<file path="src/rtl/prim_usb_rx_pkg.sv">
// prim_usb_rx_pkg: USB line-state encoding shared by the differential receiver blocks
package prim_usb_rx_pkg;
  typedef enum logic [1:0] {
    LsSE0 = 2'b00,
    LsJ   = 2'b01,
    LsK   = 2'b10,
    LsSE1 = 2'b11
  } usb_line_state_e;
  localparam usb_line_state_e UsbLsIdle = LsJ;
endpackage

</file>
<file path="src/rtl/prim_buf.sv">
// prim_buf: plain buffer cell kept as a distinct instance for observability taps
module prim_buf #(
  parameter int Width = 1
) (
  input  logic [Width-1:0] in_i,
  output logic [Width-1:0] out_o
);
  assign out_o = in_i;
endmodule

</file>
<file path="src/rtl/prim_flop_2sync.sv">
// prim_flop_2sync: two-flop synchroniser with a synchronous clear back to the reset value
module prim_flop_2sync #(
  parameter int               Width      = 1,
  parameter logic [Width-1:0] ResetValue = '0
) (
  input  logic             clk_i,
  input  logic             rst_ni,
  input  logic             clr_i,
  input  logic [Width-1:0] d_i,
  output logic [Width-1:0] q_o
);
  logic [Width-1:0] s1_q, s2_q;
  // two-stage capture; clear forces both stages so stale pin state cannot leak out
  always_ff @(posedge clk_i or negedge rst_ni) begin
    if (!rst_ni) begin
      s1_q <= ResetValue;
      s2_q <= ResetValue;
    end else if (clr_i) begin
      s1_q <= ResetValue;
      s2_q <= ResetValue;
    end else begin
      s1_q <= d_i;
      s2_q <= s1_q;
    end
  end
  assign q_o = s2_q;
endmodule

</file>
<file path="src/rtl/prim_usb_rx_glitch_filt.sv">
// prim_usb_rx_glitch_filt: vector glitch filter, output follows input only after Depth identical differing samples
module prim_usb_rx_glitch_filt #(
  parameter int               Width    = 2,
  parameter int               Depth    = 3,
  parameter logic [Width-1:0] ResetVal = '0
) (
  input  logic             clk_i,
  input  logic             rst_ni,
  input  logic             clr_i,
  input  logic [Width-1:0] d_i,
  output logic [Width-1:0] q_o
);
  localparam int CW = $clog2(Depth + 1);
  logic [Width-1:0] q_q, cand_q;
  logic [CW-1:0]    cnt_q, cnt_nxt;
  // a sample matching the pending candidate extends the run, any other differing value restarts it at 1
  always_comb cnt_nxt = (cnt_q != '0 && d_i == cand_q) ? cnt_q + 1'b1 : CW'(1);
  // commit the candidate once the run reaches Depth; a return to the filtered value drops the run
  always_ff @(posedge clk_i or negedge rst_ni) begin
    if (!rst_ni) begin
      q_q    <= ResetVal;
      cand_q <= ResetVal;
      cnt_q  <= '0;
    end else if (clr_i) begin
      q_q    <= ResetVal;
      cand_q <= ResetVal;
      cnt_q  <= '0;
    end else if (d_i == q_q) begin
      cnt_q <= '0;
    end else if (cnt_nxt == CW'(Depth)) begin
      q_q   <= d_i;
      cnt_q <= '0;
    end else begin
      cnt_q  <= cnt_nxt;
      cand_q <= d_i;
    end
  end
  assign q_o = q_q;
endmodule

</file>
<file path="src/rtl/prim_usb_diff_rx_filt.sv">
// prim_usb_diff_rx_filt: USB D+/D- sync, joint glitch filter, J/K decode and bus-reset detect; PRIM_USB_RX_SE1_ERR_EN adds a sticky SE1 flag
module prim_usb_diff_rx_filt import prim_usb_rx_pkg::*; #(
  parameter int FilterDepth = 3,
  parameter int ResetCycles = 8,
  parameter int CalibW      = 32
) (
  input  logic              clk_i,
  input  logic              rst_ni,
  input  logic              input_pi,
  input  logic              input_ni,
  input  logic              input_en_i,
  input  logic [CalibW-1:0] calibration_i,
  output logic [1:0]        line_state_o,
  output logic              rx_d_o,
  output logic              se0_long_o,
  output logic              se1_err_o,
  input  logic              se1_err_clr_i,
  output logic              usb_diff_rx_obs_o
);
  localparam int SW = $clog2(ResetCycles + 1);
  logic [1:0]      sync_ls, filt_ls;
  usb_line_state_e ls;
  logic            rx_q;
  logic [SW-1:0]   se0_q, se0_d;
  logic            unused_calib;
  assign unused_calib = ^calibration_i;
  prim_flop_2sync #(
    .Width      (2),
    .ResetValue (UsbLsIdle)
  ) u_sync (
    .clk_i  (clk_i),
    .rst_ni (rst_ni),
    .clr_i  (!input_en_i),
    .d_i    ({input_ni, input_pi}),
    .q_o    (sync_ls)
  );
  prim_usb_rx_glitch_filt #(
    .Width    (2),
    .Depth    (FilterDepth),
    .ResetVal (UsbLsIdle)
  ) u_filt (
    .clk_i  (clk_i),
    .rst_ni (rst_ni),
    .clr_i  (!input_en_i),
    .d_i    (sync_ls),
    .q_o    (filt_ls)
  );
  assign ls           = usb_line_state_e'(filt_ls);
  assign line_state_o = filt_ls;
  assign rx_d_o       = (ls == LsJ) ? 1'b1 : (ls == LsK) ? 1'b0 : rx_q;
  // remember the last J/K decision so SE0/SE1 intervals hold the data bit
  always_ff @(posedge clk_i or negedge rst_ni) begin
    if (!rst_ni) rx_q <= 1'b1;
    else         rx_q <= input_en_i ? rx_d_o : 1'b1;
  end
  always_comb se0_d = (!input_en_i || ls != LsSE0) ? '0 :
                      (se0_q == SW'(ResetCycles)) ? se0_q : se0_q + 1'b1;
  // saturating count of consecutive filtered SE0 cycles
  always_ff @(posedge clk_i or negedge rst_ni) begin
    if (!rst_ni) se0_q <= '0;
    else         se0_q <= se0_d;
  end
  assign se0_long_o = (se0_q == SW'(ResetCycles));
`ifdef PRIM_USB_RX_SE1_ERR_EN
  logic se1_q;
  // sticky SE1 flag; a fresh SE1 takes priority over a simultaneous clear
  always_ff @(posedge clk_i or negedge rst_ni) begin
    if (!rst_ni) se1_q <= 1'b0;
    else         se1_q <= (ls == LsSE1) | (se1_q & ~se1_err_clr_i);
  end
  assign se1_err_o = se1_q;
`else
  logic unused_se1_clr;
  assign unused_se1_clr = se1_err_clr_i;
  assign se1_err_o      = 1'b0;
`endif
  prim_buf #(.Width(1)) u_obs (
    .in_i  (rx_d_o),
    .out_o (usb_diff_rx_obs_o)
  );
`ifndef SYNTHESIS
  a_depth: assert property (@(posedge clk_i) FilterDepth >= 1);
  a_reset: assert property (@(posedge clk_i) ResetCycles >= 1);
  a_known: assert property (@(posedge clk_i) disable iff (!rst_ni) !$isunknown(line_state_o));
`endif
endmodule

</file>
<file path="config.mk">
export PLATFORM = sky130hd
export DESIGN_NAME = prim_usb_diff_rx_filt
export DESIGN_NICKNAME = d
export VERILOG_FILES = /design/src/rtl/prim_usb_rx_pkg.sv /design/src/rtl/prim_buf.sv /design/src/rtl/prim_flop_2sync.sv /design/src/rtl/prim_usb_rx_glitch_filt.sv /design/src/rtl/prim_usb_diff_rx_filt.sv
export SDC_FILE = /design/constraint.sdc
export NUM_CORES = 1
export LEC_CHECK = 0
export BUFFER_PORTS_ARGS = -buffer_cell sky130_fd_sc_hd__buf_4
export CAP_MARGIN = 20
export CELL_PAD_IN_SITES_DETAIL_PLACEMENT = 1
export CELL_PAD_IN_SITES_GLOBAL_PLACEMENT = 2
export CORE_UTILIZATION = 26
export CTS_CLUSTER_DIAMETER = 30
export DETAILED_ROUTE_END_ITERATION = 16
export MAX_ROUTING_LAYER = met4
export PLACE_DENSITY = 0.92
export SLEW_MARGIN = 30
export SYNTH_ARGS = -nofsm -noshare
export SYNTH_HDL_FRONTEND = slang
export SYNTH_HIERARCHICAL = 1
export SYNTH_SLANG_ARGS = --single-unit
</file>
<file path="constraint.sdc">
create_clock -name clk_i -period 2.6 [get_ports clk_i]
set_clock_uncertainty 0.05 [all_clocks]
set_input_delay 0.13 -clock clk_i [delete_from_list [all_inputs] [get_ports clk_i]]
set_output_delay 0.13 -clock clk_i [all_outputs]
set_load 0.05 [all_outputs]
</file>
Yosys cells after proc, flatten, opt, wreduce, memory -nomap -nowiden
Index checks and enable logic that the tools add are counted.

cells by class
  eq/ne operators = 10
  reductions and logical operators = 7
  muxes and demuxes = 17
  add/subtract/negate cells = 2

operators by type and width
  operator                                                          count
  2-bit two-way mux                                                 12
  4-bit two-way mux                                                 2
  4-bit by 1-bit adder with 4-bit output (second input constant)    1
  2-bit == test                                                     2
  2-bit == test (second input constant)                             2
  4-bit == test (second input constant)                             1
  2-bit by 1-bit != test with 1-bit output (second input constant)  2
  2-bit != test (second input constant)                             2
  2-bit AND reduction                                               2
  2-bit nonzero test                                                2
  1-bit two-way mux                                                 3
  2-bit by 1-bit adder with 2-bit output (second input constant)    1
  2-bit by 1-bit == test with 1-bit output (second input constant)  1
  1-bit logical AND                                                 1
  1-bit zero test                                                   1
  1-bit logical OR                                                  1

storage, ports and cells
  register bits after elaboration = 15
  input bits = 38
  logic and storage cells = 43
  output and inout bits = 6

Depth between registers and ports, before layout
Gate-level depths: netlist of run 1.

  depth after elaboration = 7
  depth in mapped cells = 6

By module
The synthesis of run 1 kept the hierarchy.

by module, submodules not included
  module                   area an instance (um2)  seq. area each (um2)  instances  cells each
  prim_usb_rx_glitch_filt  355.3                   152.6                 1          34
  prim_usb_diff_rx_filt    279.0                   126.4                 1          28
  prim_flop_2sync          127.6                   102.6                 1          8
  prim_buf                 7.5                     0.0                   1          1

Worst setup path before layout of run 1
OpenSTA, ideal clock, no wires.

  path kind = flip-flop to output port
  from = register u_filt.q_q[0] (netlist: u_filt/q_o[0])
  to = output usb_diff_rx_obs_o
  arrival time = 2.361 ns
  path slack = 0.059 ns
  required time = 2.420 ns
  stages on the path, launching flop included = 4
  path buffers = 1
  path through = dfstp_2 -> nor2_1 -> o21ai_0 -> buf_4

between the ends
  cells in the longest elaborated chain, start to end = 3
  elaborated cells between the ends (all ways) = 4
  classes of those cells = eq/ne: 2; mux: 2

RTL lines
  item                    RTL line                       text
  from (decl)             prim_usb_rx_glitch_filt.sv:14  logic [Width-1:0] q_q, cand_q;
  from (signal assigned)  prim_usb_rx_glitch_filt.sv:21  q_q <= ResetVal;
  from (signal assigned)  prim_usb_rx_glitch_filt.sv:25  q_q <= ResetVal;
  from (signal assigned)  prim_usb_rx_glitch_filt.sv:31  q_q <= d_i;
  2-bit == test           prim_usb_diff_rx_filt.sv:50    assign rx_d_o = (ls == LsJ) ? 1'b1 : (ls == LsK) ? 1'b0 : rx_q;
  1-bit two-way mux       prim_usb_diff_rx_filt.sv:50
  1-bit two-way mux (*)   prim_usb_diff_rx_filt.sv:50
  to (decl)               prim_usb_diff_rx_filt.sv:18    output logic usb_diff_rx_obs_o

Mark *: on every way between the ends. The rest lies on a longest branch, timed or not.

Worst setup path in the final report of run 1
  from = register u_filt.q_q[0] (netlist: u_filt/q_o[0])
  to = output rx_d_o

between the ends
  cells in the longest elaborated chain, start to end = 3
  elaborated cells between the ends (all ways) = 4
  classes of those cells = eq/ne: 2; mux: 2

RTL lines
  item                   RTL line                     text
  2-bit == test          prim_usb_diff_rx_filt.sv:50
  1-bit two-way mux      prim_usb_diff_rx_filt.sv:50
  1-bit two-way mux (*)  prim_usb_diff_rx_filt.sv:50
  to (decl)              prim_usb_diff_rx_filt.sv:14  output logic rx_d_o,

Marked as above.

==> summary.txt, run 1 <==
Run status
  – Status: finished clean

Worst setup path
  – Max Fanout on Critical Path: 6
  – WP data arrival: 1490 ps
  – CP required: 2420 ps
  – Startpoint types: flip-flop
  – Setup CP Type: flip-flop to output pin
  – Critical Path Sink Type: output pin

Timing
  – Final setup TNS: 0 ps
  – Slew Viols, Final: 0
  – Final setup margin: 932.5 ps
  – Final Hold Vio Count: 0
  – RSZ-0062 raised after global routing: no
  – Final min period: 1667 ps
  – Setup-failing EPs final: 0
  – F_max: 0.5997 GHz
  – Final Cycle Share: 0.6413

Detailed routing
  – 1st-pass router iterations: 3
  – WL final: 1.229 mm
  – Wirelength per Cell: 10.69 µm
  – Post-route ant nets: 0
  – DR vias: 518
  – Drt initial violations: 2
  – Drt drc: 0
  – Vias per cell: approximately 4.5

Logic synthesis
  – Sequential element share of the synthesized area: 0.4959
  – FFs w/ async S/R, synth: 1.000
  – Top-area cell type share of the netlist area: 0.3252
  – Synthesized Nets: between 100 and 150
  – Syn Std Cell Area: 769.5 µm²
  – Synth Warn #: 6
  – Yosys cell types: 28
  – Synthesized area per cell: 10.84 µm²
  – Synth area leader: dfrtp_1
  – Ranking of synthesized cells by area: dfrtp_1 (33%), dfstp_2 (17%), nor2_1 (5.4%)
  – Register bit total from synthesis: 15
  – Main flop type after synthesis: dfrtp_1
  – Synth Instances: between 70 and 80
  – Number of flops mapped to enable cells by yosys: 0

Finish
  – Final core occ: 0.3266
  – Final instance area: 908.4 µm²
  – Most frequent cells in the layout: nor2_1 (11), dfrtp_1 (10), buf_4 (9)
  – Fillcell total: 303
  – Finished Layout Cells: 115
  – Final #Nets: around 130
  – Diode count: 0
  – Most common cell after layout, fill and taps aside: nor2_1
  – Syn-to-layout area delta: 18.05%
  – Fraction of layout cells with a size suffix above 1: 0.2857

Clock tree
  – CTS buffer count: 3
  – Clk sinks: 15
  – TritonCTS clock tree: yes
  – Clk root buf: clkbuf_4
  – Clock Path Buffers: 2
  – Post-cts repair resize count: 0
  – Clock latency on the worst-skew pair: 280 ps
  – Clock slew at the register clock pins of the worst setup and hold paths: 90 ps
  – H-tree depth: 1

Place
  – HPWL after detailed placement: approximately 950 µm
  – Gpl congestion: 0.7075
  – Placed insts: 109
  – Pre-CTS setup slack: slightly above 1000 ps
  – I/O Buffers: 9
  – DP Area: approximately 860 µm²

Floorplan
  – Die W: 56.40 µm
  – Die area: 3181 µm²
  – Starting Density: 0.2767
  – Rows: 19
  – Die H: about 56 µm
  – I/O pins: 44
  – Core footprint: 2781 µm²

GRT
  – Gr usage total: 0.09660
  – Global-route wire length before repair: approximately 2.3 mm
  – Vias in the first global route: 520
  – Largest net degree at the start of global routing: 16
  – Initial antenna violation count: 0
  – Global route overflow: 0

Pwr
  – Power Dens Cells: 456.5 nW/µm²
  – Peak VDD IR: 0.2801 mV
  – P_leak: 0.4334 nW

Worst hold path
  – Worst hold-check path type: input port to flip-flop

Job
  – Max cap viols: 0
## synth_stat cells (all sizes together) (2+ instances only)
cell type	number
xnor2	4
inv	7
or2	2
nor2b	3
dfstp	5
nand2	2
nand2b	2
xor2	3
nand3	2
nor2	12
dfrtp	10
mux2i	4
buf	2
ha	3
## power breakdown
part / internal (mW) / leakage (nW) / switching (mW) / total, mW
clock: 0.0572 / 0.0177 / 0.0752 / 0.132
combinational: 0.0172 / 0.225 / 0.0216 / 0.0388
sequential: 0.239 / 0.190 / 0.00404 / 0.244
## final timing paths
kind                            cells after the start                      endpoint                 startpoint  slack (ps)
max in group asynchronous                           2      u_sync/s1_q[0]$_DFF_PN1_                     rst_ni        2090
min in group asynchronous                           2          se0_q[0]$_DFFE_PN0P_                     rst_ni         160
worst max register to register                      6  u_filt/cand_q[1]$_DFFE_PN0P_  u_filt/cnt_q[0]$_DFF_PN0_        1030
worst min-delay path                                2      u_sync/s1_q[1]$_DFF_PN0_                   input_ni          10
worst max-delay path                                3                        rx_d_o  u_filt/q_o[0]$_DFFE_PN1P_         930
worst min register to register                      1       u_sync/q_o[1]$_DFF_PN0_   u_sync/s1_q[1]$_DFF_PN0_         430
## cell type report
| class | count | area (µm²) | area share |
|---|---|---|---|
| Clock inverter | 1 | 5.005 | 0.005510 |
| Inverter | 7 | 26.28 | 0.02893 |
| Multi-Input combinational cell | 47 | 346.6 | 0.3815 |
| Clock buffer | 3 | 22.52 | 0.02479 |
| Tap cell | 31 | 38.79 | 0.04270 |
| Sequential cell | 15 | 381.6 | 0.4201 |
| Timing Repair Buffer | 11 | 87.58 | 0.09642 |
## logic make-up (layout without fill, tap and decap cells)
group / count (synthesis) / in the layout / share of synthesized area
simple gates: 29 / 29 / 0.2260
xor+xnor: 7 / 7 / 0.08945
mux: 4 / 4 / 0.05203
buf+inv: 9 / 22 / 0.05366
other cells: 1 / 1 / 0.004873
fa+ha+maj: 3 / 3 / 0.04879
compound gates: 3 / 3 / 0.02927
flops: 15 / 15 / 0.4959
## timing repair
action                    CTS  global route
buffers inserted            0             0
hold endpoints to repair   16             0
hold buffers                2             0
## worst max-delay path, cell delays in order, from the launching register on
cell	delay (ps)
dfstp_2	600
nor2_1	60
o21ai_0	280
buf_4	270
## per-layer routing
metal | global-route usage | share of wire | vias up
met3 | 0.02074 | 0.040 | 5
met1 | 0.1147 | 0.44 | 251
li1 | - | - | 249
met4 | 0.06272 | 0.031 | 0
met2 | 0.1480 | 0.49 | 13
met5 | - | 0 | -
## sequential cells by signal (all words and copies together), names as in the netlist
register       flops
u_filt/cand_q      2
u_sync/q_o         2
rx_q               1
u_filt/q_o         2
se0_q              4
u_filt/cnt_q       2
u_sync/s1_q        2
## through the flow
stage | total power, mW | hold WS, ps
final | 0.4147 | 13.46
after CTS | 0.4226 | 11.22
after detailed placement | 0.2854 | -57.73
after floorplan | 0.2723 | -215.6
after global routing | 0.4373 | 24.70
after global placement | 0.2832 | -58.71
Note: power is estimated with default switching activity, not from simulation.
==> run 2: changes to the inputs <==
--- a/config.mk
+++ b/config.mk
@@ -9,11 +9,11 @@
 export CAP_MARGIN = 20
 export CELL_PAD_IN_SITES_DETAIL_PLACEMENT = 1
 export CELL_PAD_IN_SITES_GLOBAL_PLACEMENT = 2
-export CORE_UTILIZATION = 26
+export CORE_UTILIZATION = 24
 export CTS_CLUSTER_DIAMETER = 30
 export DETAILED_ROUTE_END_ITERATION = 16
 export MAX_ROUTING_LAYER = met4
-export PLACE_DENSITY = 0.92
+export PLACE_DENSITY = 0.87
 export SLEW_MARGIN = 30
 export SYNTH_ARGS = -nofsm -noshare
 export SYNTH_HDL_FRONTEND = slang
==> constraint.sdc (replaced) <==
create_clock -name clk_i -period 1.65 [get_ports clk_i]
set_clock_uncertainty 0.05 [all_clocks]
set_input_delay 0.0825 -clock clk_i [delete_from_list [all_inputs] [get_ports clk_i]]
set_output_delay 0.0825 -clock clk_i [all_outputs]
set_load 0.05 [all_outputs]
==> summary.txt, run 2 (synthesized netlist as in run 1, its figures left out) <==
Finish
  – Fraction of layout cells with a size suffix above 1: 0.3140 (was 0.2857)
  – Final core occ: 0.3139 (was 0.3266)
  – Syn-to-layout area delta: 24.55% (was 18.05%)
  – Most common cell after layout, fill and taps aside: nor2_1 (unchanged)
  – Fillcell total: 370 (was 303)
  – Diode count: 0 (unchanged)
  – Most flop-heavy register: se0_q (unchanged)
  – Largest register FFs: 4 (unchanged)
  – Most frequent cells in the layout: nor2_1 (11), buf_4 (10), dfrtp_1 (10) (was nor2_1 (11), dfrtp_1 (10), buf_4 (9))
  – Final #Nets: 128 (was 126)

Worst setup path
  – Number of cells on the worst reg-to-reg path: 6 (unchanged)
  – Critical Path Sink Type: output pin (unchanged)
  – Crit-path most repeated cell: inv_1
  – Max Fanout on Critical Path: 4 (was 6)
  – Worst path bufs/invs: 3 (was 1)
  – CP required: 1520 ps (was 2420 ps)
  – Startpoint types: flip-flop (unchanged)
  – Crit-path leading delay family: flip-flops (unchanged)
  – Setup CP Type: flip-flop to output pin (unchanged)
  – WP data arrival: 1400 ps (was 1490 ps)
  – Crit-path cells: inv_1 -> ha_1 -> nand3b_1 -> inv_1 -> buf_4 (was nor2_1 -> o21ai_0 -> buf_4)
  – Register-to-Register Setup Slack: 150 ps (was 1030 ps)
  – Slowest CP cell: dfrtp_1 (was dfstp_2)
  – Crit path depth: 5 (was 3)
  – Critical Path Max Stage Delay: 430 ps (was 600 ps)

Clock tree
  – Clock latency on the worst-skew pair: 280 ps (about the same)
  – Clk root buf: clkbuf_4 (unchanged)
  – CTS buffer count: 3 (unchanged)
  – Clock Path Buffers: 2 (unchanged)
  – Clk sinks: 15 (unchanged)
  – H-tree depth: 1 (unchanged)
  – TritonCTS clock tree: yes (unchanged)
  – Clock slew at the register clock pins of the worst setup and hold paths: 90 ps (about the same)

GRT
  – Largest net degree at the start of global routing: 16 (unchanged)
  – Initial antenna violation count: 0 (unchanged)
  – Global route overflow: 0 (unchanged)
  – Global-route wire length before repair: 2.394 mm (was 2.290 mm)
  – Gr usage total: 0.09419 (was 0.09660)
  – Vias in the first global route: 559 (was 520)

Timing
  – F_max: 0.6512 GHz
  – Final Cycle Share: 0.9307
  – RSZ-0062 raised after global routing: no (unchanged)
  – Final setup TNS: 0 ps (unchanged)
  – Final Hold Vio Count: 0 (unchanged)
  – Final setup margin: 114.3 ps (was 932.5 ps)
  – Slew Viols, Final: 0 (unchanged)
  – Final min period: 1536 ps
  – Setup-failing EPs final: 0 (unchanged)
  – Worst hold slack: 36.06 ps (was 13.46 ps)

Floorplan
  – Die area: 3437 µm² (was 3181 µm²)
  – Starting Density: 0.2520 (was 0.2767)
  – I/O pins: 44 (unchanged)
  – Die W: 58.63 µm (was 56.40 µm)
  – Die H: 58.63 µm (was 56.40 µm)
  – Rows: 20 (was 19)
  – Core footprint: 3053 µm² (was 2781 µm²)

Pwr
  – Overall power: 0.6598 mW (was 0.4147 mW)
  – Power share of the combinational group: 0.100 (was 0.094)
  – Flop pwr share: 0.581 (was 0.587)
  – Clk pwr share: 0.318 (was 0.319)
  – Sw Share: 0.2456 (was 0.2431)
  – Int Power: 0.4978 mW (was 0.3138 mW)
  – Power Dens Cells: 688.4 nW/µm² (was 456.5 nW/µm²)
  – P_leak: 0.4439 nW (was 0.4334 nW)
  – Peak VDD IR: 0.3084 mV (was 0.2801 mV)
  – P_sw: 0.1620 mW (was 0.1008 mW)

Detailed routing
  – Wirelength per Cell: 9.838 µm (was 10.69 µm)
  – Drt initial violations: 10 (was 2)
  – Vias per cell: 3.946 (was 4.504)
  – Drt drc: 0 (unchanged)
  – DR vias: 513 (was 518)
  – WL final: 1.279 mm (was 1.229 mm)
  – 1st-pass router iterations: 3 (unchanged)
  – Post-route ant nets: 0 (unchanged)

Job
  – Max cap viols: 0 (unchanged)

Place
  – Pre-CTS setup slack: 56.47 ps (was 1027 ps)
  – I/O Buffers: 9 (unchanged)
  – HPWL after detailed placement: 976.5 µm (was 952.4 µm)
  – Gpl congestion: 0.6830 (was 0.7075)

Run status
  – Status: finished clean (unchanged)

Worst hold path
  – Hold Crit Depth: 2 (unchanged)
  – Worst hold-check path type: input port to flip-flop (unchanged)
==> run 2: cell count changes in the layout (fill, tap and decap cells not counted), sizes merged <==
cell,change
buf,+1
dlygate4sd3,+1
==> run 2: path summary, 6_finish.rpt <==
check | startpoint | endpoint
setup / recovery | se0_q[0]$_DFFE_PN0P_ | se0_long_o
max in group asynchronous | rst_ni | u_filt/q_o[0]$_DFFE_PN1P_
min in group asynchronous | rst_ni | u_filt/cnt_q[0]$_DFF_PN0_
setup reg to reg | u_filt/cnt_q[0]$_DFF_PN0_ | u_filt/cand_q[1]$_DFFE_PN0P_
hold reg to reg | u_sync/s1_q[1]$_DFF_PN0_ | u_sync/q_o[1]$_DFF_PN0_
hold / removal | input_en_i | rx_q$_DFF_PN1_
==> run 2: final cells by class <==
class | instances | area, µm² | share of cell area
Inverter | 7 | 26.28 | 0.02742
Sequential cell | 15 | 381.6 | 0.3982
Multi-Input combinational cell | 47 | 362.8 | 0.3786
Tap cell | 44 | 55.05 | 0.05744
Clock inverter | 1 | 5.005 | 0.005222
Timing Repair Buffer | 13 | 105.1 | 0.1097
Clock buffer | 3 | 22.52 | 0.02350
==> run 2: power groups by stage <==
stage               Sequential [mW]  Clock, mW  Combinational (mW)
CTS                           0.384      0.224              0.0644
global placement              0.390          0              0.0571
detailed placement            0.391          0              0.0587
finish                        0.384      0.210              0.0662
global route                  0.385      0.245              0.0746
floorplan                     0.390          0              0.0388
==> run 2: worst reg2reg max path, cell delays in order (launching register included) <==
cell	delay, ps
dfrtp_1	370
inv_1	50
ha_1	310
nor3b_2	170
nand3_2	100
nor2b_4	170
mux2i_1	200
==> run 2: layer usage <==
metal  track usage  wire length (µm)
met5             -                 0
met3       0.01978                30
met1        0.1065               574
met2        0.1658               674
met4       0.03061                 0
==> run 2: metrics by stage <==
step,cells,instance area (µm²)
2_1_floorplan,71,780.7
3_3_place_gp,122,888.4
3_5_place_dp,122,888.4
4_1_cts,129,945.9
5_1_grt,130,958.4
6_report,130,958.4
==> run 2: timing repair <==
item,4_1_cts,5_1_grt
resized for setup,0,1
endpoints found under the setup margin,0,4
buffers inserted,0,1
hold buffers,3,0
endpoints found under the hold margin,17,0
==> run 3: changes to the inputs <==
--- a/config.mk
+++ b/config.mk
@@ -9,11 +9,12 @@
 export CAP_MARGIN = 20
 export CELL_PAD_IN_SITES_DETAIL_PLACEMENT = 1
 export CELL_PAD_IN_SITES_GLOBAL_PLACEMENT = 2
-export CORE_UTILIZATION = 24
+export CORE_UTILIZATION = 25
+export CTS_BUF_LIST = sky130_fd_sc_hd__clkbuf_8
 export CTS_CLUSTER_DIAMETER = 30
 export DETAILED_ROUTE_END_ITERATION = 16
 export MAX_ROUTING_LAYER = met4
-export PLACE_DENSITY = 0.87
+export PLACE_DENSITY = 0.9
 export SLEW_MARGIN = 30
 export SYNTH_ARGS = -nofsm -noshare
 export SYNTH_HDL_FRONTEND = slang
==> summary.txt, run 3 (synthesized netlist as in run 1, its figures left out) <==
Timing
  – Slew Viols, Final: 0 (unchanged)
  – Final Cycle Share: 0.9380 (was 0.9307)
  – Final setup TNS: 0 ps (unchanged)
  – F_max: 0.6461 GHz (was 0.6512 GHz)
  – RSZ-0062 raised after global routing: no (unchanged)
  – Final Hold Vio Count: 0 (unchanged)
  – Final min period: 1548 ps (was 1536 ps)
  – Setup-failing EPs final: 0 (unchanged)

Finish
  – Area taken by multi-input logic gates: 357.8 µm² (was 362.8 µm²)
  – Most frequent cells in the layout: nor2_1 (11), dfrtp_1 (10), buf_4 (9) (was nor2_1 (11), buf_4 (10), dfrtp_1 (10))
  – Syn-to-layout area delta: 23.25% (was 24.55%)
  – Fillcell total: 310 (was 370)
  – Final #Nets: 127 (was 128)
  – Final instance area: 948.4 µm² (was 958.4 µm²)
  – Largest register FFs: 4 (unchanged)
  – Diode count: 0 (unchanged)
  – Most common cell after layout, fill and taps aside: nor2_1 (unchanged)
  – Most flop-heavy register: se0_q (unchanged)
  – Fraction of layout cells with a size suffix above 1: 0.2941 (was 0.3140)
  – FF+latch area: 381.6 µm² (unchanged)

Pwr
  – Flop pwr share: 0.517 (was 0.581)
  – Clk pwr share: 0.398 (was 0.318)
  – Peak VDD IR: 0.5849 mV (was 0.3084 mV)
  – Power Dens Cells: 784.1 nW/µm² (was 688.4 nW/µm²)
  – P_sw: 0.1697 mW (was 0.1620 mW)
  – Sw Share: 0.2282 (was 0.2456)
  – Int Power: 0.5740 mW (was 0.4978 mW)
  – Power share of the combinational group: 0.085 (was 0.100)
  – P_leak: 0.4456 nW (was 0.4439 nW)

Detailed routing
  – WL final: 1.329 mm (was 1.279 mm)
  – 1st-pass router iterations: 4 (was 3)
  – Vias per cell: 4.422 (was 3.946)
  – Drt initial violations: 8 (was 10)
  – Drt drc: 0 (unchanged)
  – Post-route ant nets: 0 (unchanged)
  – Wirelength per Cell: 11.46 µm (was 9.838 µm)
  – DR vias: 513 (unchanged)

Clock tree
  – Clk sinks: 15 (unchanged)
  – H-tree depth: 1 (unchanged)
  – Clk root buf: clkbuf_8 (was clkbuf_4)
  – CTS buffer count: 3 (unchanged)
  – Clock latency on the worst-skew pair: 250 ps (was 280 ps)
  – Postcts setup bufs: 0 (unchanged)
  – Clock slew at the register clock pins of the worst setup and hold paths: 60 ps (was 90 ps)
  – TritonCTS clock tree: yes (unchanged)
  – Clock Path Buffers: 2 (unchanged)

Worst setup path
  – Crit-path cells: inv_1 -> ha_1 -> nor3b_1 -> nand3_2 -> nor2b_4 -> mux2i_1 (was inv_1 -> ha_1 -> nand3b_1 -> inv_1 -> buf_4)
  – Max Fanout on Critical Path: 4 (unchanged)
  – Slowest CP cell: dfrtp_1 (unchanged)
  – Startpoint types: flip-flop (unchanged)
  – CP required: 1740 ps (was 1520 ps)
  – Setup CP Type: flip-flop to flip-flop (was flip-flop to output pin)
  – WP data arrival: 1630 ps (was 1400 ps)
  – Worst path bufs/invs: 1 (was 3)
  – Critical Path Max Stage Delay: 370 ps (was 430 ps)
  – Critical Path Sink Type: flip-flop (was output pin)
  – Register-to-Register Setup Slack: 100 ps (was 150 ps)
  – Crit-path leading delay family: simple AND/OR/NAND/NOR gates (was flip-flops)

Floorplan
  – I/O pins: 44 (unchanged)
  – Die H: 57.48 µm (was 58.63 µm)
  – Die W: 57.48 µm (was 58.63 µm)
  – Rows: 19 (was 20)
  – Core footprint: 2829 µm² (was 3053 µm²)
  – Die area: 3304 µm² (was 3437 µm²)
  – Starting Density: 0.2720 (was 0.2520)

Place
  – DP Area: 872.1 µm² (was 888.4 µm²)
  – Gpl congestion: 0.7148 (was 0.6830)
  – I/O Buffers: 9 (unchanged)
  – HPWL after detailed placement: 961.7 µm (was 976.5 µm)

GRT
  – Initial antenna violation count: 0 (unchanged)
  – Largest net degree at the start of global routing: 16 (unchanged)
  – Vias in the first global route: 529 (was 559)
  – Global-route wire length before repair: 2.297 mm (was 2.394 mm)
  – Global route overflow: 0 (unchanged)
  – Gr usage total: 0.1027 (was 0.09419)

Job
  – Max cap viols: 0 (unchanged)

Run status
  – Status: finished clean (unchanged)

Worst hold path
  – Worst hold-check path type: input port to flip-flop (unchanged)
## run 3: metrics by stage
step	utilization	power, mW	worst slack (ps)	hold slack (ps)	std cells
after floorplan	-	0.4293	50.28	-263.1	71
after global placement	0.3083	0.4471	121.9	-101.2	109
after detailed placement	0.3083	0.4500	82.58	-96.86	109
after CTS	0.3353	0.7618	84.54	54.38	116
after global routing	0.3353	0.7777	0.8533	70.64	116
final	0.3353	0.7436	102.2	60.58	116
## run 3: path summary, 6_finish.rpt
check	from	cells after the start	end
setup / recovery	u_filt/cnt_q[0]$_DFF_PN0_	6	u_filt/cand_q[1]$_DFFE_PN0P_
min in group asynchronous	rst_ni	2	u_sync/q_o[1]$_DFF_PN0_
hold reg to reg	u_sync/s1_q[1]$_DFF_PN0_	1	u_sync/q_o[1]$_DFF_PN0_
setup reg to reg	u_filt/cnt_q[0]$_DFF_PN0_	6	u_filt/cand_q[1]$_DFFE_PN0P_
max in group asynchronous	rst_ni	2	rx_q$_DFF_PN1_
hold / removal	input_en_i	2	rx_q$_DFF_PN1_
## run 3: power groups by stage
stage	sequential [mW]	combinational (mW)	clock [mW]
detailed placement	0.391	0.0592	0
finish	0.384	0.0635	0.296
CTS	0.385	0.0654	0.312
global placement	0.390	0.0570	0
global route	0.386	0.0713	0.321
floorplan	0.390	0.0388	0
## run 3: routing by layer
layer / vias up / global-route usage / part of all wire
li1: 250 / - / -
met5: - / - / 0
met3: 4 / 0.04082 / 0.047
met4: 0 / 0.08362 / 0.043
met2: 12 / 0.1595 / 0.48
met1: 247 / 0.1007 / 0.42
## run 3: layout make-up
type / instances / area share
multi-input combinational: 47 / 0.3773
inverter: 7 / 0.02770
tap: 31 / 0.04090
sequential: 15 / 0.4024
clock buffer: 3 / 0.04354
clock inverter: 1 / 0.005277
timing repair buffer: 12 / 0.1029
## run 3: repair_timing
item,CTS,global route
setup endpoints to repair,0,0
resized for setup,0,0
endpoints found under the hold margin,17,0
hold buffers,3,0
